## src/rtl/pulse_pkg.sv

```systemverilog
// pulse_pkg: shared FSM state encoding and default parameters for pulse_destretch
package pulse_pkg;
  typedef enum logic [1:0] {IDLE, MEAS, LONG} state_t;
  localparam int MIN_W_DEF = 3;
  localparam int MAX_W_DEF = 16;
  localparam int SYNC_STAGES_DEF = 2;
endpackage

```

## src/rtl/sync_ff.sv

```systemverilog
// sync_ff: STAGES-deep flop chain synchronizer; ports clk, rst_n (async low), d (async in), q (synchronized out)
module sync_ff #(
  parameter int STAGES = 2
) (
  input  logic clk,
  input  logic rst_n,
  input  logic d,
  output logic q
);
  logic [STAGES-1:0] r;
  always_ff @(posedge clk or negedge rst_n)
    if (!rst_n) r <= '0;
    else r <= {r[STAGES-2:0], d};
  assign q = r[STAGES-1];
endmodule

```

## src/rtl/pulse_destretch.sv

```systemverilog
// pulse_destretch: width-qualifies a synchronized input pulse into one-cycle pulse/err_short/err_long strobes; ports clk, rst_n (async low), in, clr_cnt, pulse, err_short, err_long, busy, evt_cnt, err_cnt
module pulse_destretch
  import pulse_pkg::*;
#(
  parameter int MIN_W = MIN_W_DEF,
  parameter int MAX_W = MAX_W_DEF,
  parameter int SYNC_STAGES = SYNC_STAGES_DEF
) (
  input  logic        clk,
  input  logic        rst_n,
  input  logic        in,
  input  logic        clr_cnt,
  output logic        pulse,
  output logic        err_short,
  output logic        err_long,
  output logic        busy,
  output logic [15:0] evt_cnt,
  output logic [7:0]  err_cnt
);
  localparam int WW = $clog2(MAX_W + 2);
  localparam logic [WW-1:0] MAXV = WW'(MAX_W);
  localparam logic [WW-1:0] MINV = WW'(MIN_W);
  logic s, p_d, sh_d, lg_d;
  state_t st, nst;
  logic [WW-1:0] wcnt, nwcnt;
  sync_ff #(.STAGES(SYNC_STAGES)) u_sync (.clk(clk), .rst_n(rst_n), .d(in), .q(s));
  always_ff @(posedge clk or negedge rst_n)
    if (!rst_n) begin
      st <= IDLE;
      wcnt <= '0;
    end else begin
      st <= nst;
      wcnt <= nwcnt;
    end
  always_comb begin
    nst = st == IDLE ? (s ? MEAS : IDLE)
        : st == MEAS ? (!s ? IDLE : wcnt == MAXV ? LONG : MEAS)
        : (s ? LONG : IDLE);
    nwcnt = st == IDLE ? (s ? WW'(1) : '0)
          : (st == MEAS && s && wcnt < MAXV) ? wcnt + 1'b1 : wcnt;
  end
  always_comb begin
    p_d  = st == MEAS && !s && wcnt >= MINV;
    sh_d = st == MEAS && !s && wcnt < MINV;
    lg_d = st == MEAS && s && wcnt == MAXV;
    busy = st != IDLE;
  end
  always_ff @(posedge clk or negedge rst_n)
    if (!rst_n) begin
      pulse <= 1'b0;
      err_short <= 1'b0;
      err_long <= 1'b0;
      evt_cnt <= '0;
      err_cnt <= '0;
    end else begin
      pulse <= p_d;
      err_short <= sh_d;
      err_long <= lg_d;
      evt_cnt <= clr_cnt ? '0 : (p_d && evt_cnt != '1) ? evt_cnt + 1'b1 : evt_cnt;
      err_cnt <= clr_cnt ? '0 : ((sh_d || lg_d) && err_cnt != '1) ? err_cnt + 1'b1 : err_cnt;
    end
endmodule

```

## config.mk

```make
export PLATFORM = sky130hd
export DESIGN_NAME = pulse_destretch
export DESIGN_NICKNAME = d
export VERILOG_FILES = /design/src/rtl/pulse_pkg.sv /design/src/rtl/sync_ff.sv /design/src/rtl/pulse_destretch.sv
export SDC_FILE = /design/constraint.sdc
export NUM_CORES = 1
export LEC_CHECK = 0
export ABC_CLOCK_PERIOD_IN_PS = 1700
export CORE_MARGIN = 2
export CORE_UTILIZATION = 40
export DETAILED_ROUTE_END_ITERATION = 8
export SLEW_MARGIN = 20
export SYNTH_ARGS = -nofsm -noshare
export SYNTH_HDL_FRONTEND = slang
export SYNTH_HIERARCHICAL = 1
export SYNTH_SLANG_ARGS = --single-unit
```

## constraint.sdc

```tcl
create_clock -name clk -period 1.7 [get_ports clk]
set_input_delay 0.51 -clock clk [delete_from_list [all_inputs] [get_ports clk]]
set_output_delay 0.51 -clock clk [all_outputs]
set_load 0.01 [all_outputs]
```

# Yosys cells after proc, flatten, opt, wreduce, memory -nomap -nowiden
# Cells that the tools add are included.
# op_classes
n_eq_ne	4
shifts	0
n_mul	0
bitwise	0
n_addsub	3
mux	13
n_div	0
n_reduce_logical	15
n_lt_le_gt_ge	3
# ops
cell	n
two-way mux 16 bit	2
adder 16 x 1 -> 16 bit (second input constant)	1
two-way mux 8 bit	2
!= test 16 bit (second input constant)	1
two-way mux 2 bit	5
two-way mux 5 bit	2
adder 8 x 1 -> 8 bit (second input constant)	1
logical AND 1 bit	8
!= test 8 bit (second input constant)	1
nonzero test 2 bit	4
adder 5 x 1 -> 5 bit (second input constant)	1
== test 5 bit (second input constant)	1
greater-or-equal comparator 5 x 2 -> 1 bit (second input constant)	1
< comparator 5 x 2 -> 1 bit (second input constant)	1
< comparator 5 bit (second input constant)	1
== test 2 x 1 -> 1 bit (second input constant)	1
logical NOT 2 bit	1
two-way mux 1 bit	2
logical NOT 1 bit	1
logical OR 1 bit	1
# totals
mem_count	0
wordCells	46
romBits	0
ramBits	0
latchBits	0
ff_bits	36
output_inout_bits	28
in_bits	4

# Logic depth before layout (Yosys ltp)
# depth
depth_word	7
mapped_depth	7
mapped_depth_nobuf	6

# By module
# The synthesis kept the hierarchy.
# modules_own_cells
mod	cells_per_inst	seq_area_each_um2	area_each_um2	n_inst
pulse_destretch	199	850.8	1963.1	1
sync_ff	2	50.0	50.0	1

# Worst setup path after synthesis
# Ideal clock, no wire load.
# synth_timing
path_type	flip-flop to flip-flop
startpoint	register evt_cnt[0]
endpoint	register evt_cnt[6]
setup_ps	128
period_less_slack_ps	1797
t_arrival_ps	1669
stages_incl_launch_ff	7
required_ps	1572
setup_slack_ps	-97
path_buffers	1
cell_sequence	dfrtp_1 -> ha_1 -> nand4_1 -> nor4_2 -> buf_4 -> nor4b_1 -> mux2_1
# synth_between
elab_chain_len	3
elab_cells_between_ends	6
classes_between	1 x add/sub; 1 x eq/ne; 2 x mux; 2 x reduce/logical
# synth_rtl
element	line_no	source
start, declared	pulse_destretch.sv:17	output logic [15:0] evt_cnt,
start signal, assigned	pulse_destretch.sv:59	evt_cnt <= clr_cnt ? '0 : (p_d && evt_cnt != '1) ? evt_cnt + 1'b1 : evt_cnt;
adder 16 x 1 -> 16 bit or != test 16 bit (tied branches)	pulse_destretch.sv:59	
two-way mux 16 bit or logical AND 1 bit (tied branches)	pulse_destretch.sv:59	
two-way mux 16 bit or nonzero test 2 bit (tied branches)	-	
# Parallel ways exist; a longest one is shown, timed or not. The select of a mux whose other input is x is not followed.
# A chain may end at the register's enable or synchronous reset.

# Worst setup path after layout
# layout_timing
startpoint	register wcnt[1]
endpoint	register err_cnt[3]
# layout_between
elab_chain_len	5
elab_cells_between_ends	7
classes_between	1 x order compare; 1 x eq/ne; 5 x reduce/logical
# layout_rtl
element	line_no	source
start, declared	pulse_destretch.sv:25	logic [WW-1:0] wcnt, nwcnt;
start signal, assigned	pulse_destretch.sv:33	wcnt <= nwcnt;
< comparator 5 x 2 -> 1 bit or == test 5 bit (tied branches)	pulse_destretch.sv:44, pulse_destretch.sv:45	
logical AND 1 bit, on equally long branches	pulse_destretch.sv:44, pulse_destretch.sv:45	
logical OR 1 bit *	pulse_destretch.sv:60	err_cnt <= clr_cnt ? '0 : ((sh_d || lg_d) && err_cnt != '1) ? err_cnt + 1'b1 : err_cnt;
logical AND 1 bit *	pulse_destretch.sv:60	
nonzero test 2 bit (no line) *	-	
end signal, assigned	pulse_destretch.sv:60	
end, declared	pulse_destretch.sv:18	output logic [7:0] err_cnt
# Every way passes the cells marked *; elsewhere a longest branch is shown, timed or not.

==> summary.md <==
| Metric | Value |
|---|---|
| Outcome | complete, but fails checks |
| Failing checks | negative setup slack |
| Register area share after synthesis | 0.447 |
| Worst Skew | 0.00601 ns |
| Adder-cell share of the synthesized area | 0.0249 |
| Vert. Die Dim | 74.9 um |
| Clock Tree Buf Depth | 2 |
| Largest family of logic cells by synthesized area | simple AND/OR/NAND/NOR gates |
| Final HPWL DP | 3.32 mm |
| Delay-heaviest family, CP | compound AO/OA/AOI/OAI gates |
| Initial antenna violation count | 0 |
| Synthesized area | 2010 sq um |
| Cell internal pwr | 1430 uW |
| Multi-input gate area | 1340 sq um |
| Core Rows | 25 |
| Clk_lat worst skew | 0.29 ns |
| GR Overflow Total | 0 |
| Final hold violations | 0 |
| Min Tclk post-route | 1.84 ns |
| # Max-Cap Violations | 0 |
| Pwr Density | 571 nW/um^2 |
| Logic pwr share | 0.129 |
| Slowest stage delay, CP | 0.49 ns |
| CTS Hold Bufs | 0 |
| Final period utilization | 1.08 |
| Worst Path Required | 1.92 ns |
| Max-slew violation count | 0 |
| Clk slew on worst S/H paths | 0.08 ns |
| Crit. End Element | flip-flop |
| Worst-path cell chain | buf_6 > a2111oi_4 > o2bb2a_4 > or4_1 > a21oi_2 |
| Chip width | 74.9 um |
| Routed wire length per instance | 14.8 um |
| Slowest CP cell | or4_1 |
| 1st-pass router iterations | 4 |
| Startpoint Class | flip-flop |
| Final worst setup slack | -0.142 ns |
| TritonCTS clock tree | built |
| CTS Sinks | 36 |
| Complex-gate fraction of the synthesized area | 0.151 |
| Die ar. | 5620 sq um |
| Fillers | 362 |
| First-pass GRT wire length | 9.13 mm |
| Post-layout net count | 304 |
| Worst EP arrival | 2.06 ns |
| Share of layout cells above drive strength 1 | 0.444 |
| Synth async-reset ratio | 1.00 |
| Core area | 4790 sq um |
| Diodes inserted | 0 |
| Clock root buffer | clkbuf_8 |
| # port buffers | 31 |
| Commonest non-fill, non-tap cell in the layout | buf_4 |
| Sw Share | 0.243 |
| Vias per inst | 5.35 |
| Mapped Cells | 201 |
| Post-synthesis xor/xnor area fraction | 0.00870 |
| Simple-gate portion of the synthesized area | 0.286 |
| Syn_nets | 209 |
| CP Buf/Inv Count | 1 |
| Starting density of the core | 0.421 |
| Unrepaired setup endpoints after global routing | yes |
| Vias in the first global route | 1976 |
| Sw Pwr | 458 uW |
| Crit Path Category | reg -> reg |
| Vias | 1947 |
| Syn. warnings | 6 |
| CTS Buf Count | 5 |
| P_leak | 0.00156 uW |
| H-tree levels | 2 |
| Most frequent cells in the layout | 51 x buf_4, 32 x dfrtp_1, 16 x dlygate4sd2_1, 15 x nor2_1, 10 x buf_6 |
| Most used flip-flop cell after synthesis | dfrtp_1 |
| Least-Margin Pin Slew | 0.425 ns |
| Power consumption | 1890 uW |
| Seq pwr share | 0.471 |
| I/O Pins | 32 |
| DRT Wirelength | 5.38 mm |
| Critical Path Fanout Max | 7 |
| Total track usage | 0.208 |
| Detailed Route Iter0 Violations | 89 |
| Register bit total from synthesis | 36 |
| Sequential Area | 906 sq um |
| Largest net degree at the start of global routing | 25 |
| RD Place Congestion | 0.819 |
| Peak supply drop | 354 uV |
| Hold Crit Class | in -> async |
| Clock power share | 0.401 |
| Post-synthesis mux area share | 0.0385 |
| DRT antenna net count | 0 |
| Synth Area per Inst | 10.0 sq um |
| Hold slack | 0.151 ns |
| Peak Freq | 543 MHz |
| # DRC | 0 |
| Distinct cells, synth | 47 |
| Worst rel slew slack | 0.717 |
| Final setup violation count | 15 |
| Number of synthesized flops with an enable pin | 0 |
| Area added between synthesis and finish | 64.3% |
==> layer usage <==
| metal | vias up | routed length (um) | GRT usage |
|---|---|---|---|
| met2 | 32 | 2730 | 0.347 |
| li1 | 955 | - | - |
| met4 | 0 | 19 | 0.0397 |
| met3 | 2 | 174 | 0.0375 |
| met5 | - | 0 | 0 |
| met1 | 958 | 2460 | 0.287 |
==> final timing paths <==
| path | startpoint | to | slack (ns) | cells past startpoint |
|---|---|---|---|---|
| max | wcnt[1] | err_cnt[3] | -0.14 | 5 |
| min | rst_n | evt_cnt[8] | 0.15 | 1 |
| max reg2reg | wcnt[1] | err_cnt[3] | -0.14 | 5 |
| min reg2reg | u_sync/r[0] | u_sync/r[1] | 0.36 | 0 |
| max in group asynchronous | rst_n | wcnt[2] | 1.09 | 2 |
| min in group clk | u_sync/r[0] | u_sync/r[1] | 0.36 | 0 |
==> metrics by stage <==
step	area (sq um)	instances	TNS, ns	setup slack (ns)	utilization
finish	3310	364	-0.723	-0.142	0.691
floorplan	2050	201	-0.218	-0.0280	-
global route	3310	364	-2.64	-0.233	0.691
global placement	2720	333	-0.469	-0.0990	0.569
detailed placement	2720	333	-0.985	-0.144	0.569
CTS	3130	360	-0.993	-0.114	0.655
==> flip-flops by register name (all words and copies together) (netlist names) <==
signal     flops
err_short      1
wcnt           5
u_sync/r       2
st             2
err_long       1
err_cnt        8
pulse          1
evt_cnt       16
==> cell type report <==
class / instances / share of cell area
timing repair buffer: 95 / 0.252
clock inverter: 3 / 0.0129
inverter: 9 / 0.0110
sequential: 36 / 0.274
multi-input combinational: 149 / 0.404
tap: 67 / 0.0253
clock buffer: 5 / 0.0208
==> cell families (layout without fill, tap and decap cells) <==
family	count (synthesis)	after routing
muxes	7	7
AOI/OAI and AO/OA	41	42
adders and majority gates	4	4
xor gates and xnor gates	2	2
buffers and inverters	17	112
and+or+nand+nor	94	94
DFF	36	36
==> what timing repair did <==
| action | in CTS | in global routing |
|---|---|---|
| gates resized for setup | 53 | 44 |
| pin swaps | 16 | 11 |
| gates cloned | 2 | 0 |
| setup buffers | 17 | 4 |
| setup endpoints to repair | 46 | 32 |
==> power groups by stage <==
stage / combinational, uW / sequential, uW / clock, uW
after CTS: 230 / 887 / 775
after global routing: 265 / 891 / 813
after global placement: 189 / 905 / 0
after detailed placement: 192 / 906 / 0
final: 243 / 888 / 756
after floorplan: 81.4 / 910 / 0
==> worst register-to-register path: cells and delay by family, from the launching register on <==
family | cells | cell delay (ns)
AND/OR/NAND/NOR | 1 | 0.49
AO/OA/AOI/OAI | 3 | 0.73
flip-flops | 1 | 0.44
buffers and inverters | 1 | 0.13
==> synth_stat cells (2+ instances only) <==
cell type  number  area (sq um)
nor3_1          3          15.0
dfrtp_1        36           901
inv_1           8          30.0
nand2b_1        4          25.0
nand3_1        10          50.1
o21ai_0         7          35.0
nor4b_1         2          17.5
and2_1          4          25.0
and3_1          3          18.8
a41oi_1         2          17.5
o31ai_1         9          67.6
nor4_1          5          31.3
buf_4           2          15.0
nand4_1         7          43.8
ha_1            4          50.1
clkbuf_1        3          11.3
nor2b_1         7          43.8
nand2_1         6          22.5
mux2_1          5          56.3
or4_1           7          52.6
or3_1           4          25.0
and4_1          4          35.0
nor2_1         18          67.6
nand3b_1        3          22.5
a21oi_1        14          70.1
buf_6           2          22.5
xor2_1          2          17.5
(Power assumes the default switching activity.)
